<file path="src/rtl/dma_master.sv">
// dma_master: single-channel memory-to-memory DMA engine.
// Bus master on the M1 slot (copies SIZE words SRC -> DST, read/wait/write per
// word) and bus slave for CPU programming.
// Optional feature: define DMA_IRQ_EN for a registered job-done interrupt with
// an IRQ_ENABLE bit in CTRL[1]; without it irq is tied low and CTRL[1] reads 0.
module dma_master #(
    parameter int ADDR_W = 8,
    parameter int DATA_W = 32,
    parameter int CNT_W  = 8
) (
    input  logic              clk,
    input  logic              reset_n,
    output logic              M_req,
    input  logic              M_grant,
    output logic              M_wr,
    output logic [ADDR_W-1:0] M_address,
    output logic [DATA_W-1:0] M_dout,
    input  logic [DATA_W-1:0] M_din,
    input  logic              S_sel,
    input  logic              S_wr,
    input  logic [ADDR_W-1:0] S_address,
    input  logic [DATA_W-1:0] S_din,
    output logic [DATA_W-1:0] S_dout,
    output logic              irq
);

    typedef enum logic [2:0] {IDLE, REQ, READ, WAIT, WRITE, DONE_ST} state_t;

    state_t            state;
    logic [ADDR_W-1:0] src_r, dst_r;   // programmed registers
    logic [CNT_W-1:0]  size_r;
    logic              busy, done;
    logic [ADDR_W-1:0] src, dst;       // working copies for the running job
    logic [CNT_W-1:0]  cnt;
    logic [DATA_W-1:0] data_q;
    logic [ADDR_W-1:0] addr_q;
    logic              req_q, wr_q;

    logic [2:0] offset;
    logic       reg_wr, start_acc;

    assign offset    = S_address[2:0];
    assign reg_wr    = S_sel & S_wr;
    // START is a write-1 pulse; a job already in flight swallows it
    assign start_acc = reg_wr && (offset == 3'd3) && S_din[0] && !busy;

    assign M_req     = req_q;
    // a grant lost during WRITE must not produce a bus write
    assign M_wr      = wr_q & M_grant;
    assign M_address = addr_q;
    assign M_dout    = data_q;

    // bits of the slave bus this register map never looks at
    wire unused_bits = ^{S_address[ADDR_W-1:3], S_din[DATA_W-1:ADDR_W]};

`ifdef DMA_IRQ_EN
    logic irq_en, irq_q;
    assign irq = irq_q;
`else
    assign irq = 1'b0;
`endif

    // register file writes and the copy FSM; FSM assignments come last so
    // a DONE set beats a simultaneous CPU clear
    always_ff @(posedge clk or negedge reset_n) begin
        if (!reset_n) begin
            state  <= IDLE;
            src_r  <= '0;
            dst_r  <= '0;
            size_r <= '0;
            busy   <= 1'b0;
            done   <= 1'b0;
            src    <= '0;
            dst    <= '0;
            cnt    <= '0;
            data_q <= '0;
            addr_q <= '0;
            req_q  <= 1'b0;
            wr_q   <= 1'b0;
`ifdef DMA_IRQ_EN
            irq_en <= 1'b0;
            irq_q  <= 1'b0;
`endif
        end else begin
            if (reg_wr && !busy) begin
                case (offset)
                    3'd0:    src_r  <= S_din[ADDR_W-1:0];
                    3'd1:    dst_r  <= S_din[ADDR_W-1:0];
                    3'd2:    size_r <= S_din[CNT_W-1:0];
                    default: ;
                endcase
            end
`ifdef DMA_IRQ_EN
            if (reg_wr && offset == 3'd3) irq_en <= S_din[1];
`endif
            if (reg_wr && offset == 3'd4) begin
                done <= 1'b0;
`ifdef DMA_IRQ_EN
                irq_q <= 1'b0;
`endif
            end

            case (state)
                IDLE: ;
                REQ: begin
                    if (M_grant) begin
                        state  <= READ;
                        addr_q <= src;
                        wr_q   <= 1'b0;
                    end
                end
                READ: begin
                    state <= M_grant ? WAIT : REQ;
                end
                WAIT: begin
                    if (!M_grant) begin
                        state <= REQ;
                    end else begin
                        data_q <= M_din;
                        addr_q <= dst;
                        wr_q   <= 1'b1;
                        state  <= WRITE;
                    end
                end
                WRITE: begin
                    wr_q <= 1'b0;
                    if (!M_grant) begin
                        // word restarts from READ, no pointer update
                        state <= REQ;
                    end else begin
                        src <= src + 1'b1;
                        dst <= dst + 1'b1;
                        cnt <= cnt - 1'b1;
                        if (cnt == CNT_W'(1)) begin
                            state <= DONE_ST;
                            req_q <= 1'b0;
                            busy  <= 1'b0;
                            done  <= 1'b1;
`ifdef DMA_IRQ_EN
                            irq_q <= irq_q | irq_en;
`endif
                        end else begin
                            state  <= READ;
                            addr_q <= src + 1'b1;
                        end
                    end
                end
                DONE_ST: begin
                    // also completes zero-length jobs, which arrive here busy
                    busy  <= 1'b0;
                    done  <= 1'b1;
`ifdef DMA_IRQ_EN
                    irq_q <= irq_q | irq_en;
`endif
                    state <= IDLE;
                end
                default: state <= IDLE;
            endcase

            if (start_acc) begin
                src  <= src_r;
                dst  <= dst_r;
                cnt  <= size_r;
                busy <= 1'b1;
                done <= 1'b0;
                if (size_r == '0) begin
                    state <= DONE_ST;
                end else begin
                    state <= REQ;
                    req_q <= 1'b1;
                end
            end
        end
    end

    // registered register read port; idle cycles return 0
    always_ff @(posedge clk or negedge reset_n) begin
        if (!reset_n) begin
            S_dout <= '0;
        end else if (S_sel && !S_wr) begin
            case (offset)
                3'd0:    S_dout <= DATA_W'(src_r);
                3'd1:    S_dout <= DATA_W'(dst_r);
                3'd2:    S_dout <= DATA_W'(size_r);
`ifdef DMA_IRQ_EN
                3'd3:    S_dout <= DATA_W'({irq_en, 1'b0});
`else
                3'd3:    S_dout <= '0;
`endif
                3'd4:    S_dout <= DATA_W'({done, busy});
                default: S_dout <= '0;
            endcase
        end else begin
            S_dout <= '0;
        end
    end

endmodule
</file>
<file path="config.mk">
export PLATFORM = sky130hd
export DESIGN_NAME = dma_master
export DESIGN_NICKNAME = d
export VERILOG_FILES = /design/src/rtl/dma_master.sv
export SDC_FILE = /design/constraint.sdc
export NUM_CORES = 1
export LEC_CHECK = 0
export ABC_AREA = 1
export BUFFER_PORTS_ARGS = -buffer_cell sky130_fd_sc_hd__buf_4
export CORE_ASPECT_RATIO = 0.6
export CORE_MARGIN = 8
export CORE_UTILIZATION = 45
export DETAILED_ROUTE_END_ITERATION = 16
export GPL_TIMING_DRIVEN = 0
export PLACE_DENSITY = 0.69
export SETUP_SLACK_MARGIN = 0.02
export SYNTH_ARGS = -nofsm -noshare
export SYNTH_HDL_FRONTEND = slang
export SYNTH_SLANG_ARGS = --single-unit
</file>
<file path="constraint.sdc">
create_clock -name clk -period 4.05 [get_ports clk]
set_clock_uncertainty 0.2 [all_clocks]
set_input_delay 0.2025 -clock clk [delete_from_list [all_inputs] [get_ports clk]]
set_output_delay 0.2025 -clock clk [all_outputs]
set_load 0.01 [all_outputs]
</file>
==> results of run 1 <==
==> cell usage in the layout, fill, tap and decap left out, drive strengths merged, types with 4 or more instances in the layout <==
cell type,instances
a21oi,4
buf,132
clkbuf,14
conb,25
dfrtp,103
dlygate4sd3,42
ha,4
inv,58
mux2,32
nand2,163
nand3,67
nand4,6
nor2,29
o211ai,16
o21ai,32
xnor2,4
xor2,5
==> state kept, by name, indices dropped and copies added, names as in the netlist <==
register / count
M_dout: 32
M_address: 8
S_dout: 8
cnt: 8
dst: 8
dst_r: 8
size_r: 8
src: 8
src_r: 8
state: 3
M_req: 1
busy: 1
done: 1
wr_q: 1
==> logic make-up (layout without fill, tap and decap cells) <==
kind of cell | count (synthesis) | after routing
buffers and inverters | 92 | 248
adder cells (fa/ha/maj) | 4 | 4
AO/OA/AOI/OAI | 59 | 59
other | 1 | 26
flip-flops | 103 | 103
multiplexers | 32 | 32
XOR/XNOR | 9 | 9
AND/OR/NAND/NOR | 268 | 268
==> routing by layer <==
layer	vias to the layer above	wire, um	global-route usage
li1	2152	-	-
met1	2162	6800	0.266
met2	158	6490	0.296
met3	16	1150	0.0494
met4	0	152	0.0517
met5	-	0	0
==> critical path, cell delays in order <==
cell	delay, ns
dlygate4sd3_1	0.54
buf_4	0.14
nand2_1	0.10
nor2_2	0.06
nand2_1	0.27
clkbuf_1	0.56
o21ai_0	0.23
==> power by group through the flow <==
| stage | Sequential (mW) | Combinational (mW) | Clock, mW |
|---|---|---|---|
| floorplan | 1.45 | 0.459 | 0 |
| global placement | 1.46 | 0.776 | 0 |
| detailed placement | 1.46 | 0.799 | 0 |
| CTS | 1.45 | 0.831 | 0.854 |
| global route | 1.49 | 0.930 | 0.893 |
| finish | 1.46 | 0.832 | 0.842 |
==> area by class of cell <==
type | instances | area (sq um) | share of cell area
Multi-Input combinational cell | 397 | 2230 | 0.320
Tap cell | 160 | 200 | 0.0287
Antenna cell | 1 | 2.50 | 0.000359
Buffer | 39 | 298 | 0.0427
Clock buffer | 9 | 225 | 0.0323
Inverter | 53 | 206 | 0.0296
Clock inverter | 7 | 53.8 | 0.00771
Sequential cell | 103 | 2580 | 0.369
Timing Repair Buffer | 140 | 1180 | 0.169
==> worst paths after layout <==
path	from	to	slack, ns	cells past startpoint
min in group asynchronous	reset_n	cnt[4]	0.19	3
setup reg to reg	cnt[1]	busy	2.08	7
setup / recovery	S_wr	busy	1.94	7
hold reg to reg	M_address[2]	M_address[2]	0.28	2
hold / removal	S_sel	S_dout[3]	0.05	5
max in group asynchronous	reset_n	dst[1]	2.97	3
==> what timing repair did <==
| item | CTS | global route |
|---|---|---|
| endpoints found under the hold margin | 61 | 103 |
| hold buffers | 41 | 1 |
| setup endpoints to repair | 0 | 0 |
==> metrics.yaml, run 1 <==
routing:
  wl_per_cell_um: 16.0
  finalWirelength_um: 14600
  dr.pass1.iters: 5
  first_iter_violations: 370
  num_vias: 4488
  antenna_left: 0
  drcViolationCount: 0
  routed_via_density: 4.94
clocking:
  cts_buffers: 9
  postCtsSetupRepairBufs: 0
  clockRootBuffer: "clkbuf_16"
  clk_latency_ns: 0.35
  h-tree-depth: 3
  clk_pin_slew_ns: 0.07
  clock_path_buffers: 2
  cts_sinks: 103
  cts_resized: 0
  cts_tree: "done"
power_and_ir_drop:
  power.density_mw_per_mm2: 450
  p_leak_nw: 3.68
  intPower_mw: 2.11
  pwr-share-comb: 0.265
  power_mw: 3.14
  ir_drop_mv: 0.203
  power.share.sequential: 0.466
  clockPowerShare: 0.268
  swShare: 0.327
  p_sw_mw: 1.03
yosys:
  synth_most_common_cell: "nand2_1"
  synthSimpleGateAreaFrac: 0.229
  ys.flop_type: "dfrtp_1"
  synth-compound-area-share: 0.0666
  synth_cell_types: 40
  synthMuxAreaShare: 0.0891
  synth_xor_area_frac: 0.0151
  async_flop_share: 1.00
  synthAdderAreaFrac: 0.00958
  synth_top_family_by_area: "simple AND/OR/NAND/NOR gates"
  yosysTopAreaCell: "dfrtp_1"
  seq_area_frac_synth: 0.493
  ys_ff_latch: 103
  yosysWarningCount: 0
  synth_top_area_frac: 0.493
  synth_edf_count: 0
  netlist_top_cells_count: "157 x nand2_1, 103 x dfrtp_1, 66 x nand3_1"
  yosys-top-cells-area: "dfrtp_1 49%, nand2_1 11%, mux2_4 8.0%"
  synth.avg_cell_area_sq_um: 9.20
  syn_inst: 568
  synth_area_sq_mm: 0.00523
sta:
  setup_tns_ns: 0
  slew_violations: 0
  worstMarginPinSlew_ns: 0.658
  rsz0062_at_grt: "no"
  fin_hold_ws_ns: 0.0485
  fmax_ghz: 0.474
  hold_violations: 0
  finalWorstSetupSlack_ns: 1.94
  post-route-period-util: 0.521
  max-slew-margin-rel: 0.562
  setup_viol: 0
  period_minus_slack_ns: 2.11
run_status:
  status: "completed"
setup_path:
  cp-end-kind: "flop"
  criticalPathCategory: "in2reg"
  cp.arrival_ns: 2.09
  required_ns: 4.03
  startpoint_type: "primary input"
  critPathMaxFanout: 10
place:
  dp_hpwl_um: 10700
  pre_cts_slack_ns: 2.13
  gp_congestion: 0.935
  numPortBuffers: 97
  dpl_cell_area_sq_mm: 0.00624
  dpl.cell_count: 849
final_layout:
  areaGrowthSynthToFinish_pct: 33.5
  fillerInstances: 959
  final_nets: 824
  finalInstanceArea_sq_mm: 0.00698
  stdcell_count: 909
  postLayoutCoreUtil: 0.617
  drive_gt1_frac: 0.271
floorplanning:
  die_w_um: 155
  start_util: 0.462
  fp.dieH_um: 99.5
  coreArea_sq_mm: 0.0113
  num_io_pins: 152
  die_area_sq_mm: 0.0154
  rows: 30
global_route:
  grt_pass1_wl_um: 23900
  grt_max_degree: 104
  grt_overflow: 0
  grt_antenna_before_repair: 1
  grt_pass1_vias: 4541
  track_usage: 0.193
run:
  cap_violations: 0
hold_path:
  hold_path.class: "in2reg"
Power figures use the tool's default switching activity.
==> run 2, diff against run 1 <==
==> constraint.sdc (replaced) <==
create_clock -name clk -period 2.2 [get_ports clk]
set_clock_uncertainty 0.2 [all_clocks]
set_input_delay 0.11 -clock clk [delete_from_list [all_inputs] [get_ports clk]]
set_output_delay 0.11 -clock clk [all_outputs]
set_load 0.01 [all_outputs]
==> run 2 against run 1 <==
Sequential power rose by 84%. Non-clock buffer count rose by 3. Global-route usage hardly changed.
==> metrics.yaml, run 2 (same netlist as run 1, synthesis figures left out) <==
power_and_ir_drop:
  swShare: 0.326  # was 0.327
  pwr-share-comb: 0.267  # was 0.265
  p_leak_nw: 3.70  # was 3.68 nW
  p_sw_mw: 1.88  # was 1.03 mW
  power.share.sequential: 0.466  # about the same
  power_mw: 5.77  # was 3.14 mW
  intPower_mw: 3.89  # was 2.11 mW
  power.density_mw_per_mm2: 824  # was 450 mW/mm^2
  ir_drop_mv: 0.373  # was 0.203 mV
  clockPowerShare: 0.267  # was 0.268
sta:
  setup_viol: 0  # unchanged
  setup_tns_ns: 0  # unchanged
  worstMarginPinSlew_ns: 0.656  # was 0.658 ns
  max-slew-margin-rel: 0.562  # about the same
  fmax_ghz: 0.483
  slew_violations: 0  # unchanged
  hold_violations: 0  # unchanged
  period_minus_slack_ns: 2.07
  post-route-period-util: 0.942
  rsz0062_at_grt: "no"  # unchanged
routing:
  drcViolationCount: 0  # unchanged
  dr.pass1.iters: 4  # was 5
  routed_via_density: 4.98  # was 4.94
  antenna_left: 0  # unchanged
  num_vias: 4540  # was 4488
  first_iter_violations: 384  # was 370
  wl_per_cell_um: 16.0  # about the same
  finalWirelength_um: 14600  # about the same
setup_path:
  worstPathCellList: "inv_2 -> nand3_4 -> inv_6 -> nand2_8 -> mux2_2 -> dlygate4sd3_1"  # was dlygate4sd3_1 -> buf_4 -> nand2_1 -> nor2_2 -> nand2_1 -> clkbuf_1 -> o21ai_0
  cpMaxStageDelayCell: "dlygate4sd3_1"  # was clkbuf_1
  cp.arrival_ns: 2.10  # was 2.09 ns
  critPathMaxFanout: 10  # unchanged
  startpoint_type: "flop"  # was primary input
  cp-end-kind: "flop"  # unchanged
  reg2reg_slack_ns: 0.13  # was 2.08 ns
  cp_top_family: "buffers and inverters"  # unchanged
  worst_path_largest_cell_delay_ns: 0.56  # about the same
  required_ns: 2.23  # was 4.03 ns
  criticalPathCategory: "reg2reg"  # was in2reg
  rr_endpoint: "M_dout[0]"  # was busy
  crit_buf_inv: 3  # unchanged
  reg2regPathDepth: 6  # was 7
  rr_startpoint: "state[2]"  # was cnt[1]
final_layout:
  final_common_cell: "nand2_1"  # unchanged
  areaGrowthSynthToFinish_pct: 34.1  # was 33.5%
  num_antenna_cells: 0  # was 1
  multiInputGateArea_sq_mm: 0.00223  # unchanged
  finalInstanceArea_sq_mm: 0.00700  # was 0.00698 sq mm
  seq_area_sq_mm: 0.00258  # unchanged
  largest_reg_flops: 32  # unchanged
  final_cell_mix: "157 x nand2_1, 121 x buf_4, 103 x dfrtp_1, 66 x nand3_1, 45 x dlygate4sd3_1"  # was 157 x nand2_1, 121 x buf_4, 103 x dfrtp_1, 66 x nand3_1, 43 x inv_1
  final_nets: 827  # was 824
  drive_gt1_frac: 0.270  # was 0.271
  fillerInstances: 954  # was 959
floorplanning:
  die_w_um: 155  # unchanged
  coreArea_sq_mm: 0.0113  # unchanged
  fp.dieH_um: 99.5  # unchanged
  num_io_pins: 152  # unchanged
  die_area_sq_mm: 0.0154  # unchanged
  rows: 30  # unchanged
  start_util: 0.462  # unchanged
run_status:
  status: "completed"  # unchanged
run:
  cap_violations: 0  # unchanged
clocking:
  cts_tree: "done"  # unchanged
  cts_sinks: 103  # unchanged
  postCtsSetupRepairBufs: 0  # unchanged
  clk_latency_ns: 0.35  # about the same
  cts_buffers: 9  # unchanged
  clk_pin_slew_ns: 0.07  # about the same
  h-tree-depth: 3  # unchanged
  clock_path_buffers: 2  # unchanged
  clockRootBuffer: "clkbuf_16"  # unchanged
hold_path:
  hp-start: "M_grant"  # was S_sel
  holdPathEnd: "M_dout[2]"  # was S_dout[3]
  hold_path.class: "in2reg"  # unchanged
  worstHoldPathCells: 3  # was 5
place:
  dpl_cell_area_sq_mm: 0.00624  # unchanged
  dp_hpwl_um: 10700  # unchanged
  gp_congestion: 0.935  # unchanged
  numPortBuffers: 97  # unchanged
global_route:
  grt_pass1_vias: 4551  # was 4541
  grt_antenna_before_repair: 0  # was 1
  grt_pass1_wl_um: 23900  # about the same
  grt_overflow: 0  # unchanged
  grt_max_degree: 104  # unchanged
  track_usage: 0.193  # about the same
run 2: cell count changes in the layout (fill, tap and decap cells not counted):
cell | previous run | this run
diode_2 | 1 | 0
dlygate4sd3_1 | 42 | 45
run 2: power groups by stage:
stage / logic, mW / registers, mW / clock network [mW]
after floorplan: 0.844 / 2.66 / 0
after global placement: 1.43 / 2.69 / 0
after detailed placement: 1.47 / 2.69 / 0
after CTS: 1.54 / 2.67 / 1.57
after global routing: 1.72 / 2.73 / 1.64
final: 1.54 / 2.69 / 1.54
run 2: worst reg2reg max path, delay by kind of cell (launching register included):
kind          cells  cell delay [ns]
mux               1             0.28
flops             1             0.43
simple gates      2             0.20
buf+inv           3             0.84
run 2: cell type report:
| cell class | count | area share |
|---|---|---|
| Multi-Input combinational cell | 397 | 0.319 |
| Tap cell | 160 | 0.0286 |
| Sequential cell | 103 | 0.368 |
| Clock inverter | 7 | 0.00768 |
| Inverter | 53 | 0.0295 |
| Buffer | 39 | 0.0425 |
| Timing Repair Buffer | 143 | 0.173 |
| Clock buffer | 9 | 0.0322 |
run 2: how the worst max path moves through the flow:
stage                   from          to  slack (ns)  depth (start not counted)
finish              state[2]   M_dout[0]        0.13                          6
CTS                 state[2]   M_dout[0]        0.16                          6
detailed placement    cnt[1]        busy        0.28                          7
global route        state[2]   M_dout[0]        0.04                          6
global placement      cnt[1]        busy        0.33                          7
floorplan           state[2]  M_dout[24]        0.65                          6
run 2: routing by layer:
layer	track usage	share of wire
met1	0.268	0.46
met2	0.295	0.45
met3	0.0494	0.081
met4	0.0479	0.0066
met5	0	0
run 2: repair_timing:
action,CTS,global route
gates resized for setup,0,0
hold buffers,45,0
hold endpoints to repair,167,0
run 2: per-stage QoR:
| stage | utilization | setup slack [ns] | instances | hold slack [ns] |
|---|---|---|---|---|
| finish | 0.620 | 0.128 | 911 | 0.0111 |
| global route | 0.620 | 0.0438 | 911 | 0.0140 |
| CTS | 0.617 | 0.155 | 910 | 0.000675 |
| detailed placement | 0.553 | 0.280 | 849 | 0.144 |
| global placement | 0.553 | 0.331 | 849 | 0.142 |
| floorplan | - | 0.649 | 592 | -0.386 |
